[src/rtl/countdown_timer_pkg.sv]
// Shared definitions for the mm:ss timers: FSM encodings, the default
// prescaler length and the mm:ss field limit with its clamp helper.
package countdown_timer_pkg;

   localparam logic [1:0] ST_IDLE  = 2'b00;
   localparam logic [1:0] ST_COUNT = 2'b11;
   localparam logic [1:0] ST_PAUSE = 2'b01;
   localparam logic [1:0] ST_DONE  = 2'b10;

   localparam int DEFAULT_TICKS_PER_SEC = 65_000_000;

   localparam logic [5:0] MAX_MM_SS = 6'd59;

   // Clamp a 6-bit minutes or seconds field into the displayable 0..59 range.
   function automatic logic [5:0] clamp_mm_ss(input logic [5:0] value);
      return (value > MAX_MM_SS) ? MAX_MM_SS : value;
   endfunction

endpackage

[src/rtl/countdown_timer_tick_gen.sv]
// One-second prescaler. The counter advances only while enabled, so a
// paused timer resumes part-way through the second it was frozen in.
module sec_tick_gen
   import countdown_timer_pkg::*;
#(
   parameter int TICKS_PER_SEC = DEFAULT_TICKS_PER_SEC
) (
   input  logic clk,
   input  logic rst,
   input  logic en,
   input  logic clr,
   output logic tick
);

   localparam int CTR_W = (TICKS_PER_SEC > 1) ? $clog2(TICKS_PER_SEC) : 1;
   localparam logic [CTR_W-1:0] TERM = CTR_W'(TICKS_PER_SEC - 1);

   logic [CTR_W-1:0] ctr;

   // Clear has priority over counting; the count wraps at the terminal value.
   always_ff @(posedge clk) begin
      if (rst || clr) begin
         ctr <= '0;
      end else if (en) begin
         ctr <= (ctr == TERM) ? '0 : ctr + 1'b1;
      end
   end

   assign tick = (ctr == TERM);

endmodule

[src/rtl/countdown_timer.sv]
// Down-counting mm:ss timer for the Memory Game. Game control loads a
// budget, then starts, pauses, resumes or stops it; expiry is reported by a
// one-cycle pulse and a low-time warning level accompanies the last seconds.
module countdown_timer
   import countdown_timer_pkg::*;
#(
   parameter int TICKS_PER_SEC = DEFAULT_TICKS_PER_SEC,
   parameter int WARN_SECONDS  = 10
) (
   input  logic       clk,
   input  logic       rst,
   input  logic       load,
   input  logic [5:0] load_minutes,
   input  logic [5:0] load_seconds,
   input  logic       start,
   input  logic       pause,
   input  logic       stop,
   output logic [5:0] minutes,
   output logic [5:0] seconds,
   output logic       running,
   output logic       paused,
   output logic       warning,
   output logic       expired
);

   localparam logic [5:0] WARN_LIMIT = 6'(WARN_SECONDS);

   logic [1:0] state;
   logic [1:0] state_n;
   logic [5:0] minutes_n;
   logic [5:0] seconds_n;
   logic [5:0] reload_min;
   logic [5:0] reload_sec;
   logic [5:0] reload_min_n;
   logic [5:0] reload_sec_n;
   logic       expired_n;
   logic       warning_n;
   logic       time_zero;
   logic       tick;
   logic       tick_en;
   logic       tick_clr;

   sec_tick_gen #(
      .TICKS_PER_SEC(TICKS_PER_SEC)
   ) u_tick (
      .clk (clk),
      .rst (rst),
      .en  (tick_en),
      .clr (tick_clr),
      .tick(tick)
   );

   assign time_zero = (minutes == 6'd0) && (seconds == 6'd0);

   // Next-state, next-time and prescaler control for every state and command.
   always_comb begin
      state_n      = state;
      minutes_n    = minutes;
      seconds_n    = seconds;
      reload_min_n = reload_min;
      reload_sec_n = reload_sec;
      expired_n    = 1'b0;
      tick_en      = 1'b0;
      tick_clr     = 1'b0;

      case (state)
         ST_IDLE: begin
            if (load) begin
               reload_min_n = clamp_mm_ss(load_minutes);
               reload_sec_n = clamp_mm_ss(load_seconds);
               minutes_n    = clamp_mm_ss(load_minutes);
               seconds_n    = clamp_mm_ss(load_seconds);
            end else if (start && !time_zero) begin
               state_n  = ST_COUNT;
               tick_clr = 1'b1;
            end
         end

         ST_COUNT: begin
            if (stop) begin
               state_n   = ST_IDLE;
               minutes_n = reload_min;
               seconds_n = reload_sec;
               tick_clr  = 1'b1;
            end else if (pause) begin
               state_n = ST_PAUSE;
            end else begin
               tick_en = 1'b1;
               if (tick) begin
                  if (seconds != 6'd0) begin
                     seconds_n = seconds - 6'd1;
                  end else if (minutes != 6'd0) begin
                     seconds_n = MAX_MM_SS;
                     minutes_n = minutes - 6'd1;
                  end
                  if ((minutes_n == 6'd0) && (seconds_n == 6'd0)) begin
                     state_n   = ST_DONE;
                     expired_n = 1'b1;
                  end
               end
            end
         end

         ST_PAUSE: begin
            if (stop) begin
               state_n   = ST_IDLE;
               minutes_n = reload_min;
               seconds_n = reload_sec;
               tick_clr  = 1'b1;
            end else if (start) begin
               state_n = ST_COUNT;
            end
         end

         ST_DONE: begin
            minutes_n = 6'd0;
            seconds_n = 6'd0;
            if (stop) begin
               state_n   = ST_IDLE;
               minutes_n = reload_min;
               seconds_n = reload_sec;
            end else if (load) begin
               state_n      = ST_IDLE;
               reload_min_n = clamp_mm_ss(load_minutes);
               reload_sec_n = clamp_mm_ss(load_seconds);
               minutes_n    = clamp_mm_ss(load_minutes);
               seconds_n    = clamp_mm_ss(load_seconds);
            end
         end

         default: begin
            state_n = ST_IDLE;
         end
      endcase
   end

   // Warning is derived from the next time so it lands on the same edge as the display.
   always_comb begin
      warning_n = ((state_n == ST_COUNT) || (state_n == ST_PAUSE)) &&
                  (minutes_n == 6'd0) && (seconds_n != 6'd0) &&
                  (seconds_n <= WARN_LIMIT);
   end

   // Register the state, time, reload value and all status flags together.
   always_ff @(posedge clk) begin
      if (rst) begin
         state      <= ST_IDLE;
         minutes    <= 6'd0;
         seconds    <= 6'd0;
         reload_min <= 6'd0;
         reload_sec <= 6'd0;
         running    <= 1'b0;
         paused     <= 1'b0;
         warning    <= 1'b0;
         expired    <= 1'b0;
      end else begin
         state      <= state_n;
         minutes    <= minutes_n;
         seconds    <= seconds_n;
         reload_min <= reload_min_n;
         reload_sec <= reload_sec_n;
         running    <= (state_n == ST_COUNT);
         paused     <= (state_n == ST_PAUSE);
         warning    <= warning_n;
         expired    <= expired_n;
      end
   end

endmodule

[config.mk]
export PLATFORM = sky130hd
export DESIGN_NAME = countdown_timer
export DESIGN_NICKNAME = d
export VERILOG_FILES = /design/src/rtl/countdown_timer_pkg.sv /design/src/rtl/countdown_timer_tick_gen.sv /design/src/rtl/countdown_timer.sv
export SDC_FILE = /design/constraint.sdc
export NUM_CORES = 1
export LEC_CHECK = 0
export BUFFER_PORTS_ARGS = -buffer_cell sky130_fd_sc_hd__buf_4
export CORE_MARGIN = 2
export CORE_UTILIZATION = 25
export DETAILED_ROUTE_END_ITERATION = 7
export GPL_TIMING_DRIVEN = 1
export SLEW_MARGIN = 20
export SYNTH_ARGS = -nofsm -noshare
export SYNTH_HDL_FRONTEND = slang
export SYNTH_SLANG_ARGS = --single-unit
[constraint.sdc]
create_clock -name clk -period 3.4 [get_ports clk]
set_input_delay 0.85 -clock clk [delete_from_list [all_inputs] [get_ports clk]]
set_output_delay 0.85 -clock clk [all_outputs]
set_load 0.005 [all_outputs]
======== Word level (Yosys, flattened, before mapping) ========
Index checks and enable logic that the tools add are counted.
storage, ports and cells
  bits in registers ....................... 56
  bits of input ports ..................... 18
  output and inout bits ................... 16
  word-level logic and storage cells ...... 103
operators by class
  add/sub/neg operators ................... 3
  order comparisons ....................... 3
  eq/ne operators ......................... 7
  muxes and demuxes ....................... 56
  bitwise gates (word level) .............. 2
  reduce and logical (&&, ||, !) cells .... 22
operators with widths
  kind                     count
  $mux W6                  32
  $pmux W6 S4              2
  $logic_not A6 Y1         5
  $add A26 B1 Y26 const B  1
  $eq A26 B26 Y1 const B   1
  $mux W26                 1
  $pmux W6 S2              2
  $mux W2                  10
  $reduce_bool A6 Y1       3
  $gt A6 B6 Y1 const B     2
  $sub A6 B1 Y6 const B    2
  $pmux W2 S4              1
  $mux W1                  7
  $eq A2 B2 Y1 const B     3
  $le A6 B4 Y1 const B     1
  $logic_and A1 B1 Y1      6
  $reduce_or A5 Y1         1
  $eq A2 B1 Y1 const B     2
  $logic_not A2 Y1         1
  $logic_or A1 B1 Y1       2
  $ne A2 B2 Y1 const B     1
  $not A1 Y1               2
  $pmux W1 S2              1
  $reduce_and A2 Y1        1
  other kinds (3)          3

======== Logic depth before layout (Yosys ltp) ========
Gate-level depths: netlist (run 1).
  depth in word-level cells ............... 19
  mapped depth ............................ 11
  gate-level depth less buffers ........... 10

======== By module ========
Synthesis (run 1) repeated with hierarchy kept, for this count alone.
unflattened totals
  cells, all modules ...................... 480
  area, all modules ....................... 3,723.6 µm²
modules (own cells, without submodules)
  module           times used  cells each  area each (µm²)  sequential area each (µm²)
  countdown_timer  1           320         2,304.7          600.6
  sec_tick_gen     1           160         1,418.9          520.5

======== Least setup slack after synthesis (run 1) ========
No wires, ideal clock.
  path kind ............................... input -> register
  start point ............................. input stop
  end point ............................... register u_tick.ctr[19]
  setup time .............................. 0.122 ns
  arrival time ............................ 2.488 ns
  data required time ...................... 3.278 ns
  setup slack ............................. 0.790 ns
  cell stages on the path ................. 10
  path buffers ............................ 2
  cell sequence ........................... clkbuf_1 nor4bb_1 buf_2 nand4_1 or2_1 nor2_2 and2_1 nand4_1 xor2_1 nor2_1
on the way
  cells in the longest elaborated chain, start to end .. 3
  elaborated cells on any way between the ends .. 5
  those cells by class .................... 4 x mux; 1 x reduce/logical
RTL lines
  what                  RTL line                                       text
  from (decl)           countdown_timer.sv:17                          input logic stop,
  $mux W1               countdown_timer.sv:80, countdown_timer.sv:105
  $pmux W1 S2           countdown_timer.sv:66                          case (state)
  $logic_or A1 B1 Y1    countdown_timer_tick_gen.sv:22                 if (rst || clr) begin
  to (signal assigned)  countdown_timer_tick_gen.sv:25                 ctr <= (ctr == TERM) ? '0 : ctr + 1'b1;
  to (decl)             countdown_timer_tick_gen.sv:18                 logic [CTR_W-1:0] ctr;
Several ways; a longest one is shown, not always the timed one.
A chain may end at the register's enable or synchronous reset.

======== Worst setup path in the final report (run 1) ========
  start point ............................. register seconds[0]
  end point ............................... register warning
on the way
  cells in the longest elaborated chain, start to end .. 18
  elaborated cells on any way between the ends .. 46
  those cells by class .................... 1 x add/sub; 1 x order compare; 2 x eq/ne; 28 x mux; 14 x reduce/logical
RTL lines
  what                                          RTL line                text
  from (decl)                                   countdown_timer.sv:19   output logic [5:0] seconds,
  from (signal assigned)                        countdown_timer.sv:159  seconds <= seconds_n;
  $sub A6 B1 Y6 (tied with other cells)         countdown_timer.sv:91   seconds_n = seconds - 6'd1;
  $mux W6                                       countdown_timer.sv:90   if (seconds != 6'd0) begin
  $mux W6                                       countdown_timer.sv:89   if (tick) begin
  $mux W6                                       countdown_timer.sv:85   end else if (pause) begin
  $mux W6                                       countdown_timer.sv:80   if (stop) begin
  $mux W6                                       countdown_timer.sv:66
  $logic_not A6 Y1                              countdown_timer.sv:96   if ((minutes_n == 6'd0) && (seconds_n == 6'd0)) begin
  $logic_and A1 B1 Y1                           countdown_timer.sv:96
  [... 2 more ...]                              --
  $mux W2                                       countdown_timer.sv:85
  $mux W2                                       countdown_timer.sv:80
  $pmux W2 S4                                   countdown_timer.sv:66
  $eq A2 B2 Y1 or $eq A2 B1 Y1 (tied branches)  countdown_timer.sv:139  warning_n = ((state_n == ST_COUNT) || (state_n == ST_PAUSE)) &&
  $logic_or A1 B1 Y1                            countdown_timer.sv:139
  $logic_and A1 B1 Y1                           countdown_timer.sv:139
  $logic_and A1 B1 Y1                           countdown_timer.sv:140  (minutes_n == 6'd0) && (seconds_n != 6'd0) &&
  $logic_and A1 B1 Y1 *                         countdown_timer.sv:140
  to (signal assigned)                          countdown_timer.sv:164  warning <= warning_n;
  to (decl)                                     countdown_timer.sv:22   output logic warning,
Mark *: on every way between the ends. The rest lies on a longest branch, timed or not. The select of a mux whose other input is x is not followed.

==> results of run 1 <==
## per-stage QoR
| step | instance area, um2 | hold WS (ps) | power, W | setup WS, ps |
|---|---|---|---|---|
| final | 3970 | 461 | 0.00169 | 431 |
| after global routing | 3970 | 488 | 0.00177 | 232 |
| after CTS | 3970 | 465 | 0.00170 | 483 |
| after detailed placement | 3820 | 454 | 0.00115 | 419 |
| after floorplan | 3430 | 433 | 0.00101 | 790 |
| after global placement | 3820 | 447 | 0.00115 | 461 |
## worst max-delay path, cell delays in order, from the launching register on
cell and delay [ps]:
dfxtp_1 450, inv_1 150, ha_1 260, nor2b_1 190, and2_1 310, a31o_2 310
a221oi_2 430, o41ai_2 160, nor4_1 230, nand4_1 140, and4bb_1 280
## power breakdown
part / internal, W / leakage, nW / switching, W
sequential: 0.000686 / 0.456 / 0.0000604
combinational: 0.000159 / 0.902 / 0.000240
clock: 0.000279 / 0.0708 / 0.000265
## final timing paths
kind,end,slack (ps)
worst min-delay path,reload_min[2],460
worst min register to register,reload_min[2],460
worst max register to register,warning,430
worst max-delay path,warning,430
## state kept, by name, indices dropped and copies added, names as in the netlist
| name | flops |
|---|---|
| minutes | 6 |
| running | 1 |
| expired | 1 |
| warning | 1 |
| reload_min | 6 |
| u_tick.ctr | 26 |
| state | 2 |
| reload_sec | 6 |
| paused | 1 |
| seconds | 6 |
## cell families after synthesis
family | after synthesis
and+or+nand+nor | 226
AOI/OAI and AO/OA | 101
DFF | 56
buffers and inverters | 45
xor gates and xnor gates | 25
adders and majority gates | 4
muxes | 3
## layout by cell type, fill, tap and decap left out, types with 8 or more instances in the layout
cell type,count
inv_1,15
nor3_1,19
o21ai_0,19
dfxtp_1,56
nand2b_1,11
xor2_1,17
nor2_1,65
nand2_1,50
a21oi_1,29
xnor2_1,8
buf_4,38
nand4_1,15
nand3_1,20
## layer usage
layer | share of wire | global-route usage | up-vias
li1 | - | - | 1661
met1 | 0.47 | 0.188 | 1594
met2 | 0.46 | 0.217 | 109
met3 | 0.046 | 0.0235 | 22
met5 | 0 | 0 | -
met4 | 0.026 | 0.0445 | 0
## final cells by class
cell class / instances / area [um2]
inverters: 15 / 56.3
flip-flops and latches: 56 / 1120
well taps: 176 / 220
multi-input cells: 359 / 2130
repair buffers: 38 / 285
fillers: 1441 / 9380
clock inverters: 3 / 25.0
clock buffers: 5 / 125
==> impl_metrics.yaml, run 1 <==
sta:
  setup_violations: 0
  max_freq_ghz: 0.337
  hold_viol: 0
  period_share: 0.873
  layout_min_cycle_time_ps: 2970
  slew_headroom: 0.370
  setup_tns_ps: 0
  final.setup_skew_ps: 2.87
  rsz0062_at_grt: "no"
  worstMarginPinSlew_ps: 943
  slew_violations: 0
synthesis:
  netlist_top_cells_count: "65 x nor2_1, 56 x dfxtp_1, 50 x nand2_1"
  synthSimpleGateAreaFrac: 0.333
  synth-edff-count: 0
  synth.top_cell.area_share: 0.327
  syn_inst: 460
  synth_area_um2: 3430
  synth-xor-area-share: 0.0638
  yosys_warnings: 0
  yosysSeqAreaShare: 0.327
  synthMostInstantiatedCell: "nor2_1"
  synth_top_family_by_area: "simple AND/OR/NAND/NOR gates"
  synthAdderAreaFrac: 0.0146
  synthMuxAreaShare: 0.00911
  avgSynthCellArea_um2: 7.46
  yosysUniqueCellTypes: 65
  ys_ff_latch: 56
  synthTopCellsByArea: "dfxtp_1 33%, nor2_1 7.1%, nand2_1 5.5%"
  synth_nets: 482
  synth-async-reset-ratio: 0
  ys.flop_type: "dfxtp_1"
  synth_compound_area_frac: 0.201
  yosysTopAreaCell: "dfxtp_1"
worst_setup_path:
  crit_fanout: 10
  r2r_cells: 10
  r2r-start: "seconds[0]"
  cp-start-kind: "flip-flop"
  criticalPathCategory: "reg2reg"
  required_ps: 3650
  worst_ep_arrival_time_ps: 3210
  end_kind: "flip-flop"
  critPathLaunch: "seconds[0]"
placement:
  io_buffers: 33
  gp_congestion: 0.876
  hpwl_um: 7360
  place_inst: 644
route:
  vias_per_cell: 5.19
  antenna_left: 0
  drt-total-wl_um: 9940
  drtPass1Iterations: 5
  wl_per_cell_um: 15.3
  post-route-drc-count: 0
  vias: 3386
  drt_iter0_markers: 266
pwr:
  power_density_nw_per_um2: 426
  vdd_drop_max_mv: 0.263
  leakagePower_nw: 1.43
die:
  die-area_um2: 14700
  die_x_um: 121
  core_area_um2: 13300
  rows: 42
  initial_utilization: 0.257
  die_h_um: 121
  ios: 34
min_path:
  whs_path_depth: 2
  hp-start: "reload_min[2]"
  hp-class: "reg2reg"
grt:
  grt_pass1_wl_um: 16200
  grt_max_degree: 31
  overflow: 0
  grt_pass1_vias: 3149
  grtUsageTotal: 0.137
  antenna_found_initial: 0
run:
  max_cap_viol_count: 0
cts:
  cts_buffer_depth: 2
  cts.sinks: 56
  cts_buffers: 5
  root_buffer: "clkbuf_16"
  post_cts_resized: 0
  cts_tree: "done"
  cts.clk_slew.worst_paths_ps: 80
  post_cts_buffers: 0
  htreeDepth: 2
  clk_latency_ps: 300
  cts_hold_buf: 0
cells_and_area:
  postLayoutCoreUtil: 0.297
  diodes: 0
  area_growth_pct: 15.6
  final_cells: 652
  nets: 497
  drive_gt1_frac: 0.122
run_status:
  status: "finished, final reports clean"
Power figures use the tool's default switching activity.
==> inputs of run 2 (changes only) <==
CTS_CLUSTER_SIZE = 30   (was unset)
PLACE_DENSITY_LB_ADDON = 0.1   (was unset)
==> impl_metrics.yaml, run 2 (synthesis gave the netlist of run 1 again) <==
cells_and_area:
  area_growth_pct: 16.2
  final_cell_mix: "65 x nor2_1, 56 x dfxtp_1, 50 x nand2_1"
  diodes: 0
  largest_reg_flops: 26
  drive_gt1_frac: 0.127
  largest_register: "u_tick.ctr"
  final_common_cell: "nor2_1"
  nets: 500
  final_cells: 655
worst_setup_path:
  required_ps: 3650
  regToRegEndpoint: "warning"
  cp-start-kind: "flip-flop"
  crit_buf_inv: 1
  crit_chain: "inv_1 -> ha_1 -> nor2b_1 -> and2_1 -> a31o_2 -> a221oi_2 -> o41ai_2 -> nor4_1 -> nand4_1 -> and4bb_1"
  crit_fanout: 10
  critPathLaunch: "seconds[0]"
  crit_slowest_cell: "dfxtp_1"
  end_kind: "flip-flop"
  worstSetupEndpoint: "warning"
  r2r-start: "seconds[0]"
  worst_ep_arrival_time_ps: 3310
  r2r_slack_ps: 340
  max_stage_delay_ps: 490
  crit_family: "simple AND/OR/NAND/NOR gates"
  path_depth: 10
  criticalPathCategory: "reg2reg"
  r2r_cells: 10
route:
  antenna_left: 0
  wl_per_cell_um: 16.3
  post-route-drc-count: 0
  drtPass1Iterations: 6
  drt-total-wl_um: 10700
  vias: 3349
  vias_per_cell: 5.11
  drt_iter0_markers: 252
grt:
  grt_pass1_vias: 3249
  grtUsageTotal: 0.153
  overflow: 0
  antenna_found_initial: 0
  grt_max_degree: 31
  grt_pass1_wl_um: 17600
run:
  max_cap_viol_count: 0
min_path:
  hp-class: "reg2reg"
  whs_path_depth: 2
die:
  die_h_um: 121
  ios: 34
  initial_utilization: 0.257
  core_area_um2: 13300
  rows: 42
  die-area_um2: 14700
  die_x_um: 121
sta:
  layout_min_cycle_time_ps: 3060
  rsz0062_at_grt: "no"
  slew_violations: 0
  worstMarginPinSlew_ps: 633
  setup_violations: 0
  hold_viol: 0
  slew_headroom: 0.578
  final.setup_skew_ps: 8.42
  max_freq_ghz: 0.327
  setup_tns_ps: 0
  period_share: 0.899
  setup_ws_ps: 344
cts:
  clk_latency_ps: 310
  cts.clk_slew.worst_paths_ps: 80
  cts_hold_buf: 0
  cts.sinks: 56
  post_cts_buffers: 0
  cts_tree: "done"
  root_buffer: "clkbuf_16"
  cts_buffer_depth: 2
  cts_buffers: 5
  post_cts_resized: 0
  htreeDepth: 2
placement:
  hpwl_um: 7940
  dp_slack_ps: 307
  place_inst: 647
  gp_congestion: 0.867
  io_buffers: 33
pwr:
  vdd_drop_max_mv: 0.177
  power_density_nw_per_um2: 425
  leakagePower_nw: 1.44
run_status:
  status: "finished, final reports clean"
[run 2: metal layers]
metal / part of all wire / GRT usage / vias to the layer above
li1: - / - / 1672
met1: 0.51 / 0.220 / 1580
met4: 0.017 / 0.0510 / 0
met3: 0.046 / 0.0273 / 12
met5: 0 / 0 / -
met2: 0.43 / 0.228 / 85
[run 2: report_power, final]
part / total, W / internal, W / switching (W)
sequential: 0.000746 / 0.000686 / 0.0000603
combinational: 0.000406 / 0.000162 / 0.000244
clock: 0.000542 / 0.000275 / 0.000266
[run 2: how the worst min path moves through the flow]
stage | start | to
after global placement | reload_min[3] | reload_min[3]
after global routing | reload_min[4] | reload_min[4]
after detailed placement | reload_min[5] | reload_min[5]
after CTS | reload_sec[2] | reload_sec[2]
after floorplan | reload_sec[4] | reload_sec[4]
final | reload_min[5] | reload_min[5]
[run 2: stage by stage]
stage               total power, W   util  area [um2]  hold slack [ps]
finish                     0.00169  0.299        3990              462
global route               0.00180  0.299        3990              488
CTS                        0.00172  0.299        3990              466
detailed placement         0.00117  0.288        3840              453
global placement           0.00117  0.288        3840              447
floorplan                  0.00101      -        3430              433
[run 2: layout make-up]
class,instances,area (um2)
Clock buffer,5,125
Clock inverter,3,23.8
Fill cell,1496,9360
Inverter,15,56.3
Multi-Input combinational cell,359,2130
Sequential cell,56,1120
Tap cell,176,220
Timing Repair Buffer,41,308
[run 2: worst register-to-register path, delay by kind of cell, from the launching register on]
kind,cells,cell delay (ps)
compound gates,3,900
flops,1,490
buf+inv,1,170
fa+ha+maj,1,270
simple gates,5,1170
